## src/rtl/config_transmitter_if.sv

```systemverilog
// config_transmitter_if: frame bus between the config transmitter and the configuration unit
interface config_transmitter_if;
    logic       request;
    logic       confirm;
    logic [7:0] key;
    logic [7:0] outData;
    modport master (output request, confirm, key, outData);
    modport slave  (input  request, confirm, key, outData);
endinterface

```

## src/rtl/config_transmitter.sv

```systemverilog
// config_transmitter: sends an XOR-encrypted P/Q threshold pair as two request/confirm frames.
// Optional range checking of the thresholds is compiled in with CFG_TX_RANGE_CHECK_EN.
module config_transmitter #(
    parameter int HOLD_CYCLES = 1,
    parameter int GAP_CYCLES  = 2
) (
    input  logic                        clock,
    input  logic                        resetN,
    input  logic                        start,
    input  logic [6:0]                  valueP,
    input  logic [6:0]                  valueQ,
    input  logic [7:0]                  keyIn,
    config_transmitter_if.master        cfg,
    output logic                        busy,
    output logic                        done,
    output logic                        error
);
    typedef enum logic [2:0] {IDLE, REQ_P, CONF_P, GAP, REQ_Q, CONF_Q, DONE} state_t;
    localparam logic [7:0] HOLD_LD = 8'(HOLD_CYCLES - 1);
    localparam logic [7:0] GAP_LD  = 8'(GAP_CYCLES > 0 ? GAP_CYCLES - 1 : 0);
    state_t     state, state_n;
    logic [7:0] cnt, cnt_n;
    logic [6:0] p_r, p_n, q_r, q_n;
    logic [7:0] k_r, k_n;
    logic       reject, err_n, p_frame, q_frame, req_n, conf_n, busy_n, done_n;
    logic [7:0] data_n, key_n;
`ifdef CFG_TX_RANGE_CHECK_EN
    assign reject = (valueP > 7'd100) || (valueQ > 7'd100) || (valueP > valueQ);
`else
    assign reject = 1'b0;
`endif
    // Next state, phase counter, latched operands, and the outputs that the next state will present
    always_comb begin
        state_n = state;
        cnt_n   = cnt;
        p_n     = p_r;
        q_n     = q_r;
        k_n     = k_r;
        err_n   = 1'b0;
        case (state)
            IDLE: if (start) begin
                if (reject) err_n = 1'b1;
                else begin
                    p_n     = valueP;
                    q_n     = valueQ;
                    k_n     = keyIn;
                    state_n = REQ_P;
                    cnt_n   = HOLD_LD;
                end
            end
            REQ_P: if (cnt == 8'd0) state_n = CONF_P; else cnt_n = cnt - 8'd1;
            CONF_P: if (GAP_CYCLES == 0) begin
                state_n = REQ_Q;
                cnt_n   = HOLD_LD;
            end else begin
                state_n = GAP;
                cnt_n   = GAP_LD;
            end
            GAP: if (cnt == 8'd0) begin
                state_n = REQ_Q;
                cnt_n   = HOLD_LD;
            end else cnt_n = cnt - 8'd1;
            REQ_Q: if (cnt == 8'd0) state_n = CONF_Q; else cnt_n = cnt - 8'd1;
            CONF_Q: state_n = DONE;
            DONE: state_n = IDLE;
            default: state_n = IDLE;
        endcase
        p_frame = (state_n == REQ_P) || (state_n == CONF_P);
        q_frame = (state_n == REQ_Q) || (state_n == CONF_Q);
        req_n   = p_frame || q_frame;
        conf_n  = (state_n == CONF_P) || (state_n == CONF_Q);
        busy_n  = req_n || (state_n == GAP);
        done_n  = state_n == DONE;
        data_n  = p_frame ? ({1'b0, p_n} ^ k_n) : q_frame ? ({1'b1, q_n} ^ k_n) : 8'd0;
        key_n   = busy_n ? k_n : 8'd0;
    end
    // State, counter, operand latches and registered outputs; reset clears everything at once
    always_ff @(posedge clock or negedge resetN) begin
        if (!resetN) begin
            state       <= IDLE;
            cnt         <= 8'd0;
            p_r         <= 7'd0;
            q_r         <= 7'd0;
            k_r         <= 8'd0;
            cfg.request <= 1'b0;
            cfg.confirm <= 1'b0;
            cfg.key     <= 8'd0;
            cfg.outData <= 8'd0;
            busy        <= 1'b0;
            done        <= 1'b0;
            error       <= 1'b0;
        end else begin
            state       <= state_n;
            cnt         <= cnt_n;
            p_r         <= p_n;
            q_r         <= q_n;
            k_r         <= k_n;
            cfg.request <= req_n;
            cfg.confirm <= conf_n;
            cfg.key     <= key_n;
            cfg.outData <= data_n;
            busy        <= busy_n;
            done        <= done_n;
            error       <= err_n;
        end
    end
endmodule

```

## src/flat_wrapper.sv

```systemverilog
// flat-port wrapper written by rule: the top's interface ports become plain ports
module config_transmitter_flat 
#(
    parameter int HOLD_CYCLES = 1,
    parameter int GAP_CYCLES  = 2
)
  (clock, resetN, start, valueP, valueQ, keyIn, busy, done, error, cfg_request, cfg_confirm, cfg_key, cfg_outData);
  config_transmitter_if cfg_i ();
  input  logic clock;
  input  logic resetN;
  input  logic start;
  input  logic [6:0] valueP;
  input  logic [6:0] valueQ;
  input  logic [7:0] keyIn;
  output logic busy;
  output logic done;
  output logic error;
  output wire logic [$bits(cfg_i.request)-1:0] cfg_request;
  output wire logic [$bits(cfg_i.confirm)-1:0] cfg_confirm;
  output wire logic [$bits(cfg_i.key)-1:0] cfg_key;
  output wire logic [$bits(cfg_i.outData)-1:0] cfg_outData;
  assign cfg_request = cfg_i.request;
  assign cfg_confirm = cfg_i.confirm;
  assign cfg_key = cfg_i.key;
  assign cfg_outData = cfg_i.outData;
  config_transmitter #(.HOLD_CYCLES(HOLD_CYCLES), .GAP_CYCLES(GAP_CYCLES)) u_core (.clock(clock), .resetN(resetN), .start(start), .valueP(valueP), .valueQ(valueQ), .keyIn(keyIn), .cfg(cfg_i), .busy(busy), .done(done), .error(error));
endmodule
```

## config.mk

```make
export PLATFORM = sky130hd
export DESIGN_NAME = config_transmitter_flat
export DESIGN_NICKNAME = d
export VERILOG_FILES = /design/src/rtl/config_transmitter_if.sv /design/src/rtl/config_transmitter.sv /design/src/flat_wrapper.sv
export SDC_FILE = /design/constraint.sdc
export NUM_CORES = 1
export LEC_CHECK = 0
export CORE_MARGIN = 5
export CORE_UTILIZATION = 35
export DETAILED_ROUTE_END_ITERATION = 16
export PLACE_DENSITY = 0.54
export SETUP_SLACK_MARGIN = 0.05
export SKIP_CTS_REPAIR_TIMING = 1
export SLEW_MARGIN = 20
export SYNTH_ARGS = -nofsm -noshare
export SYNTH_HDL_FRONTEND = slang
export SYNTH_SLANG_ARGS = --single-unit
export TNS_END_PERCENT = 5
```

## constraint.sdc

```tcl
create_clock -name clock -period 2.15 [get_ports clock]
set_clock_uncertainty 0.05 [all_clocks]
set_input_delay 0.215 -clock clock [delete_from_list [all_inputs] [get_ports clock]]
set_output_delay 0.215 -clock clock [all_outputs]
set_load 0.01 [all_outputs]
```

==> flow_summary.yaml, run 1 <==
run_status:
  status: "finished, final reports clean"
routing:
  firstDrtPassIters: 4
  vias: 1718
  drt_wl_total_mm: 5.25
  wire_per_inst_um: 14.2
  avgViaCountPerCell: 4.64
  first_iter_violations: 56
  antenna_left: 0
  drc: 0
power_and_ir_drop:
  leakagePower_nw: 1.38
  ir_drop_mv: 0.336
  p_per_area_nw_per_um2: 860
  power.total_w: 0.00281
synth:
  synth_top_cell_by_area: "dfrtp_1"
  synth_top_area_share_pct: 53.5
  syn_inst: 205
  ys_seq_elements: 53
  syn_avg_cell_area_sq_um: 12.1
  syn_area_sq_um: 2480
  ys_seq_area_share_pct: 53.5
  synth_fp_nets: 232
  yosysWarningCount: 0
  synthTopCellsByArea: "dfrtp_1 (53%), mux2i_1 (4.4%), xnor2_1 (4.2%), mux2_2 (3.6%), mux2_4 (3.0%)"
  synth_ff_type: "dfrtp_1"
  synthArstFlopShare_pct: 100
  synth_cell_types: 45
  synth_edf_count: 0
floorplan:
  die_area_sq_um: 8870
  chipWidth_um: 94.2
  start_util_pct: 36.3
  die_h_um: 94.2
  core_area_sq_um: 6830
  rows: 30
  pin_count: 46
cells_and_area:
  layout.cells.non_filler: 370
  areaGrowthSynthToFinish_pct: 31.9
  diodes: 0
  layout.nets: 300
  drive_gt1_share_pct: 21.9
sta:
  period_minus_slack_ns: 1.93
  hold_viol: 0
  post-route-period-util_pct: 89.7
  worst_pin_slew_ns: 0.635
  relSlewSlack_pct: 57.5
  max_freq_mhz: 519
  setup_violations: 0
  rsz0062_at_grt: "no"
  drv_slew: 0
setup_path:
  arrival_ns: 2.08
  path_max_fanout: 14
  end_kind: "flop"
  crit_type: "flop to flop"
  rr_worst_depth: 5
  timing.rr.start: "u_core.state[2]$_DFF_PN0_"
  worst_ep_required_time_ns: 2.30
  crit_family: "flip-flops"
  r2r_setup_slack_ns: 0.22
  critPathMaxStageDelay_ns: 0.42
  startpoint_type: "flop"
  crit_chain: "nor4b_4 -> buf_4 -> mux2i_2 -> xnor2_1 -> a32o_1"
  reg2reg_to: "u_core.cfg.outData[4]$_DFF_PN0_"
  critPathBufInv: 1
  cpMaxStageDelayCell: "dfrtp_1"
clock_network:
  path_clk_slew_ns: 0.10
  cts_root_buffer: "clkbuf_8"
  clockBufferDepth: 2
  cts_made_buffers: 5
  cts_tree: "done"
  clk_latency_ns: 0.31
  h-tree-depth: 2
  clock_sinks: 53
placement:
  numPortBuffers: 44
  dpl.cell_count: 361
  globalplace.congestion: 0.786
  dp_hpwl_mm: 3.82
global_routing:
  antenna_found_initial: 0
  grt_pass1_vias: 1759
  grt_pass1_wl_mm: 8.76
  grt_util_all_layers_pct: 12.8
  overflow: 0
  grt_max_degree: 27
min_path:
  hp-class: "input pin to async pin"
job:
  maxCapViolCount: 0
worst register-to-register path: stages, from the launching register on:
cell	delay [ns]
dfrtp_1	0.42
nor4b_4	0.30
buf_4	0.32
mux2i_2	0.37
xnor2_1	0.11
a32o_1	0.26
flip-flops by register name (all words and copies together), names as in the netlist:
register / count
u_core.busy: 1
u_core.cfg.confirm: 1
u_core.cfg.key: 8
u_core.cfg.outData: 8
u_core.cfg.request: 1
u_core.cnt: 8
u_core.done: 1
u_core.k_r: 8
u_core.p_r: 7
u_core.q_r: 7
u_core.state: 3
worst max-delay path by stage:
| stage | start | endpoint | slack (ns) | cells past startpoint |
|---|---|---|---|---|
| 6_report | u_core.state[2]$_DFF_PN0_ | u_core.cfg.outData[4]$_DFF_PN0_ | 0.22 | 5 |
| 5_1_grt | u_core.cnt[1]$_DFFE_PN0P_ | u_core.cnt[2]$_DFFE_PN0P_ | 0.05 | 7 |
| 4_1_cts | u_core.cnt[1]$_DFFE_PN0P_ | u_core.cnt[3]$_DFFE_PN0P_ | 0.16 | 7 |
| 3_5_place_dp | start | u_core.cfg.outData[4]$_DFF_PN0_ | -0.09 | 6 |
| 3_3_place_gp | start | u_core.cfg.outData[4]$_DFF_PN0_ | -0.03 | 6 |
| 2_1_floorplan | u_core.state[2]$_DFF_PN0_ | u_core.cfg.outData[5]$_DFF_PN0_ | 0.28 | 5 |
metrics by stage:
| stage | hold slack, ns | util (%) | TNS, ns | cell area, sq um | setup slack, ns |
|---|---|---|---|---|---|
| floorplan | -0.131 | - | 0 | 2480 | 0.284 |
| global placement | 0.205 | 46.3 | -0.182 | 3160 | -0.0334 |
| detailed placement | 0.209 | 46.3 | -0.509 | 3160 | -0.0935 |
| CTS | -0.135 | 47.6 | 0 | 3250 | 0.158 |
| global route | 0.436 | 47.9 | 0 | 3270 | 0.0520 |
| finish | 0.382 | 47.9 | 0 | 3270 | 0.222 |
cell usage after synthesis (2+ instances only):
master / n
mux2i_2: 5
a21oi_1: 5
nand2_1: 8
xnor2_1: 12
and2_1: 2
ha_1: 2
inv_1: 14
buf_6: 2
nor3_1: 3
nand3_1: 3
o21ai_0: 11
a32o_1: 6
dfrtp_1: 53
mux2i_1: 11
nor2b_1: 4
o21bai_1: 7
buf_2: 5
mux2_2: 8
o2bb2ai_1: 2
nor2_1: 13
mux2_4: 5
power by group:
group / internal (W) / switching [W]
clock: 0.000232 / 0.000342
sequential: 0.00119 / 0.000125
combinational: 0.000517 / 0.000407
metal layers:
| metal | track usage, % | wire (um) |
|---|---|---|
| met4 | 3.97 | 66 |
| met3 | 3.04 | 218 |
| met5 | 0 | 0 |
| met2 | 21.1 | 2560 |
| met1 | 16.5 | 2400 |
logic make-up after synthesis:
logic type	share of synthesized area, %
other	0.151
muxes	13.9
and+or+nand+nor	9.79
buffers and inverters	4.49
AOI/OAI and AO/OA	13.0
DFF	53.5
xor gates and xnor gates	4.24
adders and majority gates	1.01
layout by cell type, fill, tap and decap left out, types with 2 or more instances in the layout:
cell / count
ha_1: 2
mux2_2: 8
nor2b_1: 4
clkdlybuf4s50_1: 43
clkbuf_8: 5
a21oi_1: 5
inv_1: 14
o21bai_1: 7
mux2_4: 5
nor3_1: 3
mux2i_2: 5
o21ai_0: 11
xnor2_1: 12
nand2_1: 8
dfrtp_1: 53
mux2i_1: 11
and2_1: 2
buf_4: 25
nor2_1: 13
a32o_1: 6
nand3_1: 3
cell type report:
cell class / instances / area, sq um
inverters: 14 / 52.6
flip-flops and latches: 53 / 1330
clock buffers: 5 / 68.8
fillers: 665 / 3560
clock inverters: 3 / 21.3
multi-input cells: 129 / 1050
well taps: 96 / 120
repair buffers: 70 / 633
Note: power is estimated with default switching activity, not from simulation.
==> run 2: changes to the inputs <==
--- a/config.mk
+++ b/config.mk
@@ -6,9 +6,9 @@
 export NUM_CORES = 1
 export LEC_CHECK = 0
 export CORE_MARGIN = 5
-export CORE_UTILIZATION = 35
+export CORE_UTILIZATION = 52
 export DETAILED_ROUTE_END_ITERATION = 16
-export PLACE_DENSITY = 0.54
+export PLACE_DENSITY = 0.77
 export SETUP_SLACK_MARGIN = 0.05
 export SKIP_CTS_REPAIR_TIMING = 1
 export SLEW_MARGIN = 20
==> flow_summary.yaml, run 2 (synthesis gave the netlist of run 1 again) <==
clock_network:
  path_clk_slew_ns: 0.09
  h-tree-depth: 2
  cts_tree: "done"
  cts_root_buffer: "clkbuf_8"
  clk_latency_ns: 0.30
  clockBufferDepth: 2
  clock_sinks: 53
  cts_made_buffers: 5
setup_path:
  rr_worst_depth: 5
  arrival_ns: 2.07
  crit_family: "simple AND/OR/NAND/NOR gates"
  startpoint_type: "flop"
  r2r_setup_slack_ns: 0.21
  timing.rr.start: "u_core.state[2]$_DFF_PN0_"
  crit_type: "flop to flop"
  critPathBufInv: 1
  end_kind: "flop"
  critPathMaxStageDelay_ns: 0.42
  cpMaxStageDelayCell: "dfrtp_1"
  worstSetupStartpoint: "u_core.state[2]$_DFF_PN0_"
  worst_ep_required_time_ns: 2.29
  path_max_fanout: 9
  crit_chain: "nor4b_4 -> buf_4 -> mux2_2 -> nor2b_1 -> o32a_1"
  reg2reg_to: "u_core.cfg.outData[6]$_DFF_PN0_"
floorplan:
  die_area_sq_um: 6250
  chipWidth_um: 79.1
  core_area_sq_um: 4660
  start_util_pct: 53.2
  rows: 25
  pin_count: 46
  die_h_um: 79.1
power_and_ir_drop:
  seqPwrFrac_pct: 46.9
  pwr-share-comb_pct: 32.5
  switching_power_w: 0.000859
  ir_drop_mv: 0.562
  pwr-share-clk_pct: 20.6
  swShare_pct: 30.5
  leakagePower_nw: 1.38
  internal_power_w: 0.00196
  p_per_area_nw_per_um2: 873
placement:
  dp_hpwl_mm: 3.69
  globalplace.congestion: 0.809
  numPortBuffers: 44
global_routing:
  overflow: 0
  antenna_found_initial: 0
  grt_pass1_vias: 1803
  grt_pass1_wl_mm: 8.57
  grt_max_degree: 32
  grt_util_all_layers_pct: 17.7
sta:
  post-route-period-util_pct: 90.0
  drv_slew: 0
  fin_tns_setup_ns: 0
  period_minus_slack_ns: 1.94
  rsz0062_at_grt: "no"
  max_freq_mhz: 517
  worst_pin_slew_ns: 0.728
  relSlewSlack_pct: 51.5
  setup_violations: 0
  hold_viol: 0
cells_and_area:
  drive_gt1_share_pct: 20.8
  areaGrowthSynthToFinish_pct: 30.2
  n_fill_cell: 337
  multi_input_area_sq_um: 1050
  final_util_pct: 69.3
  diodes: 0
  layout.nets: 295
  regArea_sq_um: 1330
  final_common_cell: "dfrtp_1"
  layout_common_cells: "dfrtp_1 (53), clkdlybuf4s50_1 (43), buf_4 (17)"
routing:
  first_iter_violations: 99
  firstDrtPassIters: 4
  drc: 0
  drt_wl_total_mm: 5.09
  avgViaCountPerCell: 5.36
  antenna_left: 0
  vias: 1731
  wire_per_inst_um: 15.8
run_status:
  status: "finished, final reports clean"
job:
  maxCapViolCount: 0
min_path:
  hp-class: "input pin to async pin"
==> run 2: changes by cell type in the layout (fill, tap and decap cells not counted), sizes merged <==
cell	change
buf	-5
clkinvlp	-1
clkinv	+1
clkbuf	+1
inv	-1
==> run 2: worst max-delay path by stage <==
stage | end | slack (ns) | cells after the start
after floorplan | u_core.cfg.outData[5]$_DFF_PN0_ | 0.28 | 5
after global placement | u_core.cfg.outData[5]$_DFF_PN0_ | -0.002 | 7
after detailed placement | u_core.cfg.outData[6]$_DFF_PN0_ | -0.05 | 6
after CTS | u_core.cnt[3]$_DFFE_PN0P_ | 0.09 | 7
after global routing | u_core.cnt[3]$_DFFE_PN0P_ | 0.10 | 7
final | u_core.cfg.outData[6]$_DFF_PN0_ | 0.21 | 5
==> run 2: layer usage <==
metal  GRT usage, %  vias to the layer above  routed length (um)
met5              0                        -                   0
met1           21.6                      846                2100
met3           3.40                        5                 223
li1               -                      844                   -
met2           30.7                       36                2690
met4           7.22                        0                  82
==> run 2: per-stage QoR <==
step                      power [W]  cell area, sq um  hold slack [ns]  std cells  setup slack, ns
after floorplan             0.00185              2480           -0.131        205            0.284
after global placement      0.00222              3110            0.255        314         -0.00228
after detailed placement    0.00226              3110            0.261        314          -0.0506
after CTS                   0.00285              3210          -0.0770        322           0.0947
after global routing        0.00299              3230            0.480        323            0.103
final                       0.00282              3230            0.456        323            0.214
==> run 2: final cells by class <==
class	count	area share (%)
sequential	53	41.1
multi-input combinational	129	32.6
timing repair buffer	65	19.6
clock buffer	6	2.56
tap	54	2.09
inverter	14	1.63
clock inverter	2	0.426
==> run 2: power groups by stage <==
stage          clock network, W  registers (W)  logic, W
4_1_cts                0.000600        0.00132  0.000923
5_1_grt                0.000634        0.00135   0.00101
2_1_floorplan                 0        0.00136  0.000491
3_3_place_gp                  0        0.00134  0.000883
6_report               0.000581        0.00132  0.000917
3_5_place_dp                  0        0.00134  0.000919
==> run 3: changes to the inputs <==
--- a/config.mk
+++ b/config.mk
@@ -6,9 +6,10 @@
 export NUM_CORES = 1
 export LEC_CHECK = 0
 export CORE_MARGIN = 5
-export CORE_UTILIZATION = 52
+export CORE_UTILIZATION = 47
 export DETAILED_ROUTE_END_ITERATION = 16
-export PLACE_DENSITY = 0.77
+export MAX_ROUTING_LAYER = met4
+export PLACE_DENSITY = 0.73
 export SETUP_SLACK_MARGIN = 0.05
 export SKIP_CTS_REPAIR_TIMING = 1
 export SLEW_MARGIN = 20
==> constraint.sdc (replaced) <==
create_clock -name clock -period 1.7 [get_ports clock]
set_clock_uncertainty 0.05 [all_clocks]
set_input_delay 0.17 -clock clock [delete_from_list [all_inputs] [get_ports clock]]
set_output_delay 0.17 -clock clock [all_outputs]
set_load 0.01 [all_outputs]
==> flow_summary.yaml, run 3 (synthesis gave the netlist of run 1 again) <==
run_status:
  status: "finished with violations"
  violations: "negative setup slack"
cells_and_area:
  layout_common_cells: "dfrtp_1 (53), clkdlybuf4s50_1 (43), buf_4 (41)"
  n_fill_cell: 392
  diodes: 0
  layout.nets: 323
  areaGrowthSynthToFinish_pct: 43.7
  drive_gt1_share_pct: 32.3
  finalInstanceArea_sq_um: 3560
  final_util_pct: 69.8
  final_common_cell: "dfrtp_1"
floorplan:
  chipWidth_um: 82.6
  die_area_sq_um: 6830
  rows: 26
  die_h_um: 82.6
  pin_count: 46
  start_util_pct: 48.6
  core_area_sq_um: 5110
placement:
  globalplace.congestion: 0.808
  dp_hpwl_mm: 3.87
  numPortBuffers: 44
  placed_area_sq_um: 3320
job:
  maxCapViolCount: 0
power_and_ir_drop:
  internal_power_w: 0.00253
  leakagePower_nw: 1.52
  p_per_area_nw_per_um2: 1030
  ir_drop_mv: 0.507
  seqPwrFrac_pct: 45.7
  switching_power_w: 0.00112
  swShare_pct: 30.7
  pwr-share-comb_pct: 35.7
  pwr-share-clk_pct: 18.7
  power.total_w: 0.00366
setup_path:
  worst_ep_required_time_ns: 1.84
  crit_type: "flop to flop"
  crit_cells: 6
  worstSetupStartpoint: "u_core.state[0]$_DFF_PN0_"
  critPathMaxStageDelay_ns: 0.42
  cpMaxStageDelayCell: "dfrtp_1"
  startpoint_type: "flop"
  path_max_fanout: 11
  timing.rr.start: "u_core.state[0]$_DFF_PN0_"
  critPathBufInv: 2
  critPathCapture: "u_core.cfg.outData[4]$_DFF_PN0_"
  end_kind: "flop"
  rr_worst_depth: 6
  r2r_setup_slack_ns: -0.24
  crit_chain: "nor4b_4 -> buf_4 -> clkbuf_16 -> mux2_4 -> xnor2_1 -> a32o_1"
  reg2reg_to: "u_core.cfg.outData[4]$_DFF_PN0_"
  arrival_ns: 2.08
  crit_family: "flip-flops"
global_routing:
  overflow: 0
  antenna_found_initial: 0
  grt_util_all_layers_pct: 17.5
  grt_pass1_vias: 1898
  grt_max_degree: 54
  grt_pass1_wl_mm: 8.87
clock_network:
  cts_root_buffer: "clkbuf_8"
  clockBufferDepth: 2
  cts_made_buffers: 5
  clk_latency_ns: 0.29
  path_clk_slew_ns: 0.10
  cts_tree: "done"
  clock_sinks: 53
  h-tree-depth: 2
routing:
  antenna_left: 0
  drt_wl_total_mm: 5.63
  avgViaCountPerCell: 5.01
  first_iter_violations: 139
  wire_per_inst_um: 15.3
  firstDrtPassIters: 4
  vias: 1839
  drc: 0
sta:
  rsz0062_at_grt: "yes"
  drv_slew: 0
  post-route-period-util_pct: 114
  period_minus_slack_ns: 1.94
  timing.final.ws_setup_ns: -0.243
  max_freq_mhz: 515
  setup_violations: 16
  hold_viol: 0
min_path:
  hp-class: "input pin to async pin"
==> run 3: cell count changes in the layout (fill, tap and decap cells not counted), sizes merged <==
| cell | before | now |
|---|---|---|
| buf | 21 | 48 |
| clkbuf | 6 | 7 |
| clkinv | 2 | 0 |
| clkinvlp | 0 | 2 |
==> run 3: worst min path at each step <==
| stage | cells after the start | slack (ns) | start | end |
|---|---|---|---|---|
| floorplan | 0 | -0.18 | resetN | u_core.busy$_DFF_PN0_ |
| CTS | 2 | -0.19 | resetN | u_core.cfg.outData[6]$_DFF_PN0_ |
| global placement | 2 | 0.13 | resetN | u_core.cnt[3]$_DFFE_PN0P_ |
| detailed placement | 2 | 0.14 | resetN | u_core.cnt[6]$_DFFE_PN0P_ |
| global route | 3 | 0.37 | resetN | u_core.cnt[1]$_DFFE_PN0P_ |
| finish | 3 | 0.34 | resetN | u_core.cnt[2]$_DFFE_PN0P_ |
==> run 3: power by group through the flow <==
stage          clock network (W)  logic (W)  registers [W]
6_report                0.000683    0.00130        0.00167
5_1_grt                 0.000771    0.00145        0.00170
4_1_cts                 0.000705    0.00126        0.00166
3_5_place_dp                   0    0.00125        0.00169
3_3_place_gp                   0    0.00122        0.00168
2_1_floorplan                  0   0.000619        0.00172
==> run 3: layer usage <==
metal / global-route usage [%] / vias to the layer above / wire, um
met5: - / - / 0
met4: 5.07 / 0 / 82
met3: 2.60 / 8 / 221
met2: 28.8 / 39 / 2860
met1: 22.5 / 891 / 2470
li1: - / 901 / -
==> run 3: final cells by class <==
class	count	area, sq um	area share (%)
Clock inverter	2	15.0	0.421
Inverter	14	52.6	1.47
Timing Repair Buffer	93	872	24.5
Sequential cell	53	1330	37.2
Tap cell	70	87.6	2.46
Clock buffer	6	72.6	2.04
Multi-Input combinational cell	129	1140	31.9
==> run 3: per-stage QoR <==
stage | worst slack, ns | std cells | TNS (ns) | hold WS, ns
after floorplan | -0.134 | 205 | -1.22 | -0.176
after global placement | -0.362 | 355 | -4.75 | 0.130
after detailed placement | -0.473 | 355 | -6.41 | 0.136
after CTS | -0.294 | 363 | -2.31 | -0.189
after global routing | -0.303 | 367 | -3.68 | 0.369
final | -0.243 | 367 | -1.82 | 0.336
==> run 3: tightest hold or removal path, stage by stage <==
cell	delay, ns
dlygate4sd3_1	0.52
buf_2	0.12
buf_12	0.26
